--- src/rtl/led_flash_multi.sv ---
// led_flash_multi
//   Multi-channel LED activity driver. Every channel runs its own small FSM in
//   one of four modes: off, stretch (stay lit for a while after activity),
//   blink while active, or a one-shot pulse started by a rising edge. The hold
//   length and the blink half-period are shared by all channels.
//
// Ports
//   clock       in   1           system clock, all logic on posedge
//   reset       in   1           synchronous, active-high
//   signal      in   CHANNELS    per-channel activity input
//   mode        in   2*CHANNELS  ch n = mode[2n+1:2n]; 00 off, 01 stretch, 10 blink, 11 pulse
//   period      in   CNT_W       hold/pulse length (lit for period+1 clocks)
//   blink_half  in   CNT_W       blink half-period (each half is blink_half+1 clocks)
//   LED         out  CHANNELS    LED pins, LED[n] = lit[n] ^ ACTIVE_LOW

// One channel: FSM, counter and the lit flop.
module led_flash_chan #(
    parameter int CNT_W = 25
) (
    input  logic             clock,
    input  logic             reset,
    input  logic             signal,
    input  logic [1:0]       mode,
    input  logic [CNT_W-1:0] period,
    input  logic [CNT_W-1:0] blink_half,
    output logic             lit
);
    typedef enum logic [1:0] {IDLE, ACTIVE, HOLD} state_t;

    localparam logic [1:0] MODE_OFF     = 2'b00;
    localparam logic [1:0] MODE_STRETCH = 2'b01;
    localparam logic [1:0] MODE_BLINK   = 2'b10;
    localparam logic [1:0] MODE_PULSE   = 2'b11;

    state_t           state_q, state_d;
    logic [CNT_W-1:0] cnt_q, cnt_d;
    logic             lit_q, lit_d;
    logic             sig_q, sig_d;
    logic [1:0]       mode_q, mode_d;

    logic [CNT_W-1:0] cnt_inc;
    assign cnt_inc = cnt_q + CNT_W'(1);

    always_comb begin
        state_d = state_q;
        cnt_d   = cnt_q;
        lit_d   = lit_q;
        sig_d   = signal;
        mode_d  = mode_q;

        if (mode != mode_q) begin
            // A mode change always spends one cycle dark in IDLE.
            mode_d  = mode;
            state_d = IDLE;
            lit_d   = 1'b0;
            cnt_d   = '0;
        end else begin
            case (mode)
                MODE_OFF: begin
                    state_d = IDLE;
                    lit_d   = 1'b0;
                    cnt_d   = '0;
                end
                MODE_STRETCH, MODE_BLINK: begin
                    if (signal) begin
                        if (mode == MODE_BLINK && state_q == ACTIVE) begin
                            if (cnt_q == blink_half) begin
                                lit_d = ~lit_q;
                                cnt_d = '0;
                            end else begin
                                cnt_d = cnt_inc;
                            end
                        end else begin
                            state_d = ACTIVE;
                            lit_d   = 1'b1;
                            cnt_d   = '0;
                        end
                    end else if (state_q == ACTIVE) begin
                        // Blink goes solid for the hold phase.
                        state_d = HOLD;
                        lit_d   = 1'b1;
                        cnt_d   = '0;
                    end else if (state_q == HOLD) begin
                        if (cnt_q == period) begin
                            state_d = IDLE;
                            lit_d   = 1'b0;
                            cnt_d   = '0;
                        end else begin
                            lit_d = 1'b1;
                            cnt_d = cnt_inc;
                        end
                    end
                end
                default: begin  // MODE_PULSE: only a rising edge matters
                    if (signal && !sig_q) begin
                        state_d = HOLD;
                        lit_d   = 1'b1;
                        cnt_d   = '0;
                    end else if (state_q == HOLD) begin
                        if (cnt_q == period) begin
                            state_d = IDLE;
                            lit_d   = 1'b0;
                            cnt_d   = '0;
                        end else begin
                            lit_d = 1'b1;
                            cnt_d = cnt_inc;
                        end
                    end
                end
            endcase
        end
    end

    always_ff @(posedge clock) begin
        if (reset) begin
            state_q <= IDLE;
            cnt_q   <= '0;
            lit_q   <= 1'b0;
            sig_q   <= 1'b0;
            // Track the live mode so leaving reset does not look like a mode change.
            mode_q  <= mode;
        end else begin
            state_q <= state_d;
            cnt_q   <= cnt_d;
            lit_q   <= lit_d;
            sig_q   <= sig_d;
            mode_q  <= mode_d;
        end
    end

    assign lit = lit_q;
endmodule

module led_flash_multi #(
    parameter int CHANNELS   = 4,
    parameter int CNT_W      = 25,
    parameter bit ACTIVE_LOW = 1'b1
) (
    input  logic                  clock,
    input  logic                  reset,
    input  logic [CHANNELS-1:0]   signal,
    input  logic [2*CHANNELS-1:0] mode,
    input  logic [CNT_W-1:0]      period,
    input  logic [CNT_W-1:0]      blink_half,
    output logic [CHANNELS-1:0]   LED
);
    logic [CHANNELS-1:0] lit;

    for (genvar g = 0; g < CHANNELS; g++) begin : g_chan
        led_flash_chan #(.CNT_W(CNT_W)) u_chan (
            .clock      (clock),
            .reset      (reset),
            .signal     (signal[g]),
            .mode       (mode[2*g+1:2*g]),
            .period     (period),
            .blink_half (blink_half),
            .lit        (lit[g])
        );
    end

    assign LED = lit ^ {CHANNELS{ACTIVE_LOW}};
endmodule
--- config.mk ---
export PLATFORM = sky130hd
export DESIGN_NAME = led_flash_multi
export DESIGN_NICKNAME = d
export VERILOG_FILES = /design/src/rtl/led_flash_multi.sv
export SDC_FILE = /design/constraint.sdc
export NUM_CORES = 1
export LEC_CHECK = 0
export BUFFER_PORTS_ARGS = -buffer_cell sky130_fd_sc_hd__buf_2
export CELL_PAD_IN_SITES_DETAIL_PLACEMENT = 1
export CELL_PAD_IN_SITES_GLOBAL_PLACEMENT = 2
export CORE_AREA = 2 2 221 136
export CTS_BUF_LIST = sky130_fd_sc_hd__clkbuf_4
export DETAILED_ROUTE_END_ITERATION = 16
export DIE_AREA = 0 0 223 138
export GPL_TIMING_DRIVEN = 0
export PLACE_DENSITY = 0.85
export SLEW_MARGIN = 25
export SYNTH_ARGS = -nofsm -noshare
export SYNTH_HDL_FRONTEND = slang
export SYNTH_HIERARCHICAL = 1
export SYNTH_SLANG_ARGS = --single-unit
--- constraint.sdc ---
create_clock -name clock -period 2.05 [get_ports clock]
set_clock_uncertainty 0.05 [all_clocks]
set_input_delay 0.1025 -clock clock [delete_from_list [all_inputs] [get_ports clock]]
set_output_delay 0.1025 -clock clock [all_outputs]
set_load 0.02 [all_outputs]
# [Yosys cells after proc, flatten, opt, wreduce, memory -nomap -nowiden]
# Cells that the tools add are included.
[word_totals] ff_bits=124 inputBits=64 output_inout_bits=4 word_cells=193
[classes] n_addsub=4 eq_ne=36 n_mux=100 bitwise=5 n_reduce_logical=28
[ops] op="$mux W25" n=28
[ops] op="$eq A25 B25 Y1" n=8
[ops] op="$pmux W25 S2" n=4
[ops] op="$add A25 B1 Y25 const B" n=4
[ops] op="$mux W2" n=32
[ops] op="$mux W1" n=28
[ops] op="$eq A2 B1 Y1 const B" n=8
[ops] op="$eq A2 B2 Y1 const B" n=8
[ops] op="$ne A4 B4 Y1 const B" n=4
[ops] op="$pmux W2 S2" n=4
[ops] op="$reduce_or A2 Y1" n=8
[ops] op="$ne A3 B3 Y1 const B" n=4
[ops] op="$logic_and A1 B1 Y1" n=8
[ops] op="$logic_not A2 Y1" n=4
[ops] op="$ne A2 B2 Y1" n=4
[ops] op="$pmux W1 S2" n=4
[ops] op="$reduce_bool A2 Y1" n=4
[ops] op="$logic_not A1 Y1" n=4
[ops] op="$not A1 Y1" n=4
[ops] op="$not A4 Y4" n=1

# [Longest topological paths before layout]
[logic_depth] ltp_word=6 ltp_mapped=9 ltp_nobuf=8

# [Cells and area by module]
# Netlist, hierarchy kept.
[modules_own_cells] mod="led_flash_chan (g_chan[0].u_chan ...)" instances=2 cells_each=300 area_per_inst_um2=2349.8
[modules_own_cells] mod="led_flash_chan (g_chan[3].u_chan)" instances=1 cells_each=328 area_per_inst_um2=2587.5
[modules_own_cells] mod="led_flash_chan (g_chan[2].u_chan)" instances=1 cells_each=293 area_per_inst_um2=2346.0
[modules_own_cells] mod="led_flash_multi" instances=1 cells_each=4 area_per_inst_um2=15.0

# [Worst setup path before layout]
# OpenSTA, ideal clock, no wires.
[synth_path] path_type="register to register" from="register g_chan[2].u_chan.cnt_q[0]" to="register g_chan[2].u_chan.cnt_q[24]" setup_time_ns=0.117 t_arrival_ns=1.901 setup_slack_ns=-0.018 stages_incl_launch_ff=8 path_buffers=0 period_less_slack_ns=2.068 path_cell_list="dfxtp_1 -> ha_1 -> nand3_1 -> or2_2 -> nor4_1 -> nand4_1 -> xnor2_1 -> a32o_1"
[synth_between] elab_chain_len=6
[synth_lines] element="from (decl)" line="36" text="logic [CNT_W-1:0] cnt_q, cnt_d;"
[synth_lines] element="from (signal assigned)" line="124" text="cnt_q <= cnt_d;"
[synth_lines] element="$add A25 B1 Y25 / $eq A25 B25 Y1 (equally long branches)" line="42, 84, 100"
[synth_lines] element="$mux W25" line="84, 100"
[synth_lines] element="$mux W25" line="99" text="end else if (state_q == HOLD) begin"
[synth_lines] element="$mux W25" line="78" text="end else if (state_q == ACTIVE) begin"
[synth_lines] element="$mux W25" line="65" text="if (signal) begin"
[synth_lines] element="$pmux W25 S2 (*)" line="58" text="case (mode)"
# Every way passes the cells marked *; elsewhere a longest branch is shown, timed or not.
# A chain may end at the register's enable or synchronous reset.

# [Worst setup path in the final report]
[layout_path] from="register g_chan[2].u_chan.cnt_q[11]" to="register g_chan[2].u_chan.cnt_q[21]"
# Same word-level chain as after synthesis.

==> results.ini <==
[outcome]
status=finished, violations left
violations=setup timing

[detailed_routing]
wl_per_cell_um=22.53
drc=0
vias_per_cell=5.719
first_iter_violations=935
wl_mm=40.71
vias=10330
ant_nets=0
first_pass_iters=7

[clock_tree]
clockRootBuffer=clkbuf_4
clockBufferDepth=2
cts_made_buffers=17
htreeDepth=4
clkLatencyLatePin_ps=620
clk_pin_slew_ps=130
clkSinkCount=124
cts_tree=built

[synth]
synth.avg_cell_area_um2=7.876
yosysWarnings=6
ys_seq_elements=124
synthesis.instances=1225
yosys_most_used_dff=dfxtp_1
synth_edf_count=8
syn_nets=1301
ys_seq_area_share_pct=26.56
synthArstFlopShare_pct=0
ys_types=69
netlist_area_um2=9648

[grt]
antenna_found_initial=1
grt_pass1_vias=9922
grt_pass1_wl_mm=59.11
overflow=0
grt_usage_pct=25.15
grt_max_degree=17

[layout]
layout-drive-gt1-share_pct=35.18
finish.net_count=1488
final_cell_area_um2=12930
final_util_pct=44.39
layout.cells.non_filler=1807
area_delta_synth_final_pct=33.98
fillCellCount=3498

[timing]
fin_crit_sh_pct=113.8
min_period_ps=2332
fin_ws_ps=-282.0
slew_viol_final=0
hold_viol=0
rsz0062_at_grt=yes
worst_pin_slew_ps=724.2
hold_ws_ps=51.25
setup_viol=99
tns_ps=-15050
max-slew-margin-rel_pct=51.72
fmax_ghz=0.4288

[setup_path]
slowest_delay_ps=420
crit_arrival_ps=2770
worst_setup_path_end_kind=register
crit_required_ps=2490
path_max_fanout=8
critPathKind=register to register
worstPathCellList=clkbuf_4, xor2_1, nor3_2, nand3_1, nor4_4, o22ai_4, buf_6, a31oi_1, a21oi_1
slowest_stage=nor4_4
startpoint_type=register

[floorplanning]
die_x_um=223
core_um2=29120
die_y_um=138
num_rows=49
dieArea_um2=30770
initial_utilization_pct=33.13
pin_count=68

[run]
drv_cap=0

[pwr]
irDropWorstVdd_uv=299.4
p_leak_nw=5.012
p_per_area_nw_per_um2=386.9
power_mw=5.002

[hold_path]
worstHoldPathType=input port to register

[placed_design]
routabilityCongestion=0.9041
postPlaceCellArea_um2=10470
io_buffers=67
dp_slack_ps=-870.1
hpwl_mm=27.95
dp.cells=1674

power by group:
| group | switching [mW] | internal (mW) | total [mW] |
|---|---|---|---|
| clock network | 1.04 | 0.606 | 1.65 |
| logic | 0.577 | 0.327 | 0.903 |
| registers | 0.0151 | 2.43 | 2.45 |
Yosys cell counts (all sizes together), types with 8 or more instances:
| cell | count | area (µm²) |
|---|---|---|
| a31oi | 18 | 112.6 |
| a22oi | 13 | 97.59 |
| o21ai | 43 | 215.2 |
| nor4 | 31 | 269.0 |
| nand4 | 65 | 412.9 |
| o211ai | 15 | 112.6 |
| nor3 | 34 | 197.7 |
| and3 | 22 | 137.6 |
| nand3 | 64 | 350.3 |
| xnor2 | 88 | 785.8 |
| and2 | 21 | 131.4 |
| o221ai | 16 | 140.1 |
| or3 | 14 | 107.6 |
| dfxtp | 116 | 2322 |
| nor2b | 11 | 68.82 |
| mux2i | 11 | 110.1 |
| clkbuf | 22 | 90.09 |
| edfxtp | 8 | 240.2 |
| buf | 90 | 495.5 |
| nand2 | 151 | 571.8 |
| o311ai | 23 | 201.4 |
| xor2 | 141 | 1235 |
| ha | 12 | 150.1 |
| nor2 | 82 | 312.8 |
| a21oi | 18 | 90.09 |
| inv | 28 | 105.1 |
critical path, delay by kind of cell, from the launching register on:
family | cells | cell delay (ps)
AND/OR/NAND/NOR | 3 | 810
AO/OA/AOI/OAI | 3 | 470
buffers and inverters | 2 | 370
flip-flops | 1 | 320
XOR/XNOR | 1 | 190
path summary, 6_finish.rpt:
kind	from	to	slack [ps]	depth (start not counted)
min	mode[5]	g_chan[2].u_chan/state_q[1]$_SDFFE_PP0P_	50	5
min reg2reg	g_chan[3].u_chan/cnt_q[11]$_SDFF_PP0_	g_chan[3].u_chan/cnt_q[11]$_SDFF_PP0_	470	2
max	g_chan[2].u_chan/cnt_q[11]$_SDFF_PP0_	g_chan[2].u_chan/cnt_q[21]$_SDFF_PP0_	-280	9
max reg2reg	g_chan[2].u_chan/cnt_q[11]$_SDFF_PP0_	g_chan[2].u_chan/cnt_q[21]$_SDFF_PP0_	-280	9
layout by cell type, fill, tap and decap left out, types with 26 or more instances in the layout:
cell type,count
buf_4,100
nand3_1,51
nand4_1,64
clkbuf_4,33
inv_1,26
nand2_1,147
xor2_1,127
buf_6,47
buf_2,82
dfxtp_1,59
dfxtp_2,36
nor2_1,80
xnor2_1,73
area by class of cell:
| class | count | area (µm²) | share of cell area, % |
|---|---|---|---|
| clock buffer | 20 | 150.1 | 1.162 |
| antenna | 1 | 2.502 | 0.01936 |
| multi-input combinational | 961 | 7262 | 56.18 |
| tap | 382 | 478.0 | 3.698 |
| sequential | 124 | 2686 | 20.78 |
| clock inverter | 11 | 78.83 | 0.6098 |
| buffer | 94 | 770.7 | 5.963 |
| inverter | 28 | 108.9 | 0.8421 |
| timing repair buffer | 186 | 1389 | 10.74 |
flip-flops by register name, indices dropped and copies added (netlist names):
register	count
g_chan.u_chan/lit	4
g_chan.u_chan/mode_q	8
g_chan.u_chan/state_q	8
g_chan.u_chan/cnt_q	100
g_chan.u_chan/sig_q	4
layer usage:
layer  GRT usage, %  wire length, µm  vias to the layer above
li1               -                -                     4701
met1          36.37            18990                     5187
met2          36.45            17550                      333
met3          4.315             2384                      113
met4          11.16             1777                        0
met5              0                0                        -
what timing repair did:
item                                    CTS  global route
cloned                                    7             2
resized for setup                       190           214
endpoints found under the hold margin    37             0
hold buffers                             16             0
pin swaps                                75            97
endpoints found under the setup margin  109           106
buffers inserted                         46            51
logic make-up after synthesis:
logic type | after synthesis | synth area share (%)
multiplexers | 11 | 1.141
XOR/XNOR | 229 | 20.94
buffers and inverters | 140 | 7.159
AO/OA/AOI/OAI | 187 | 13.93
adder cells (fa/ha/maj) | 12 | 1.556
AND/OR/NAND/NOR | 522 | 28.71
flip-flops | 124 | 26.56
Power figures use the tool's default switching activity.
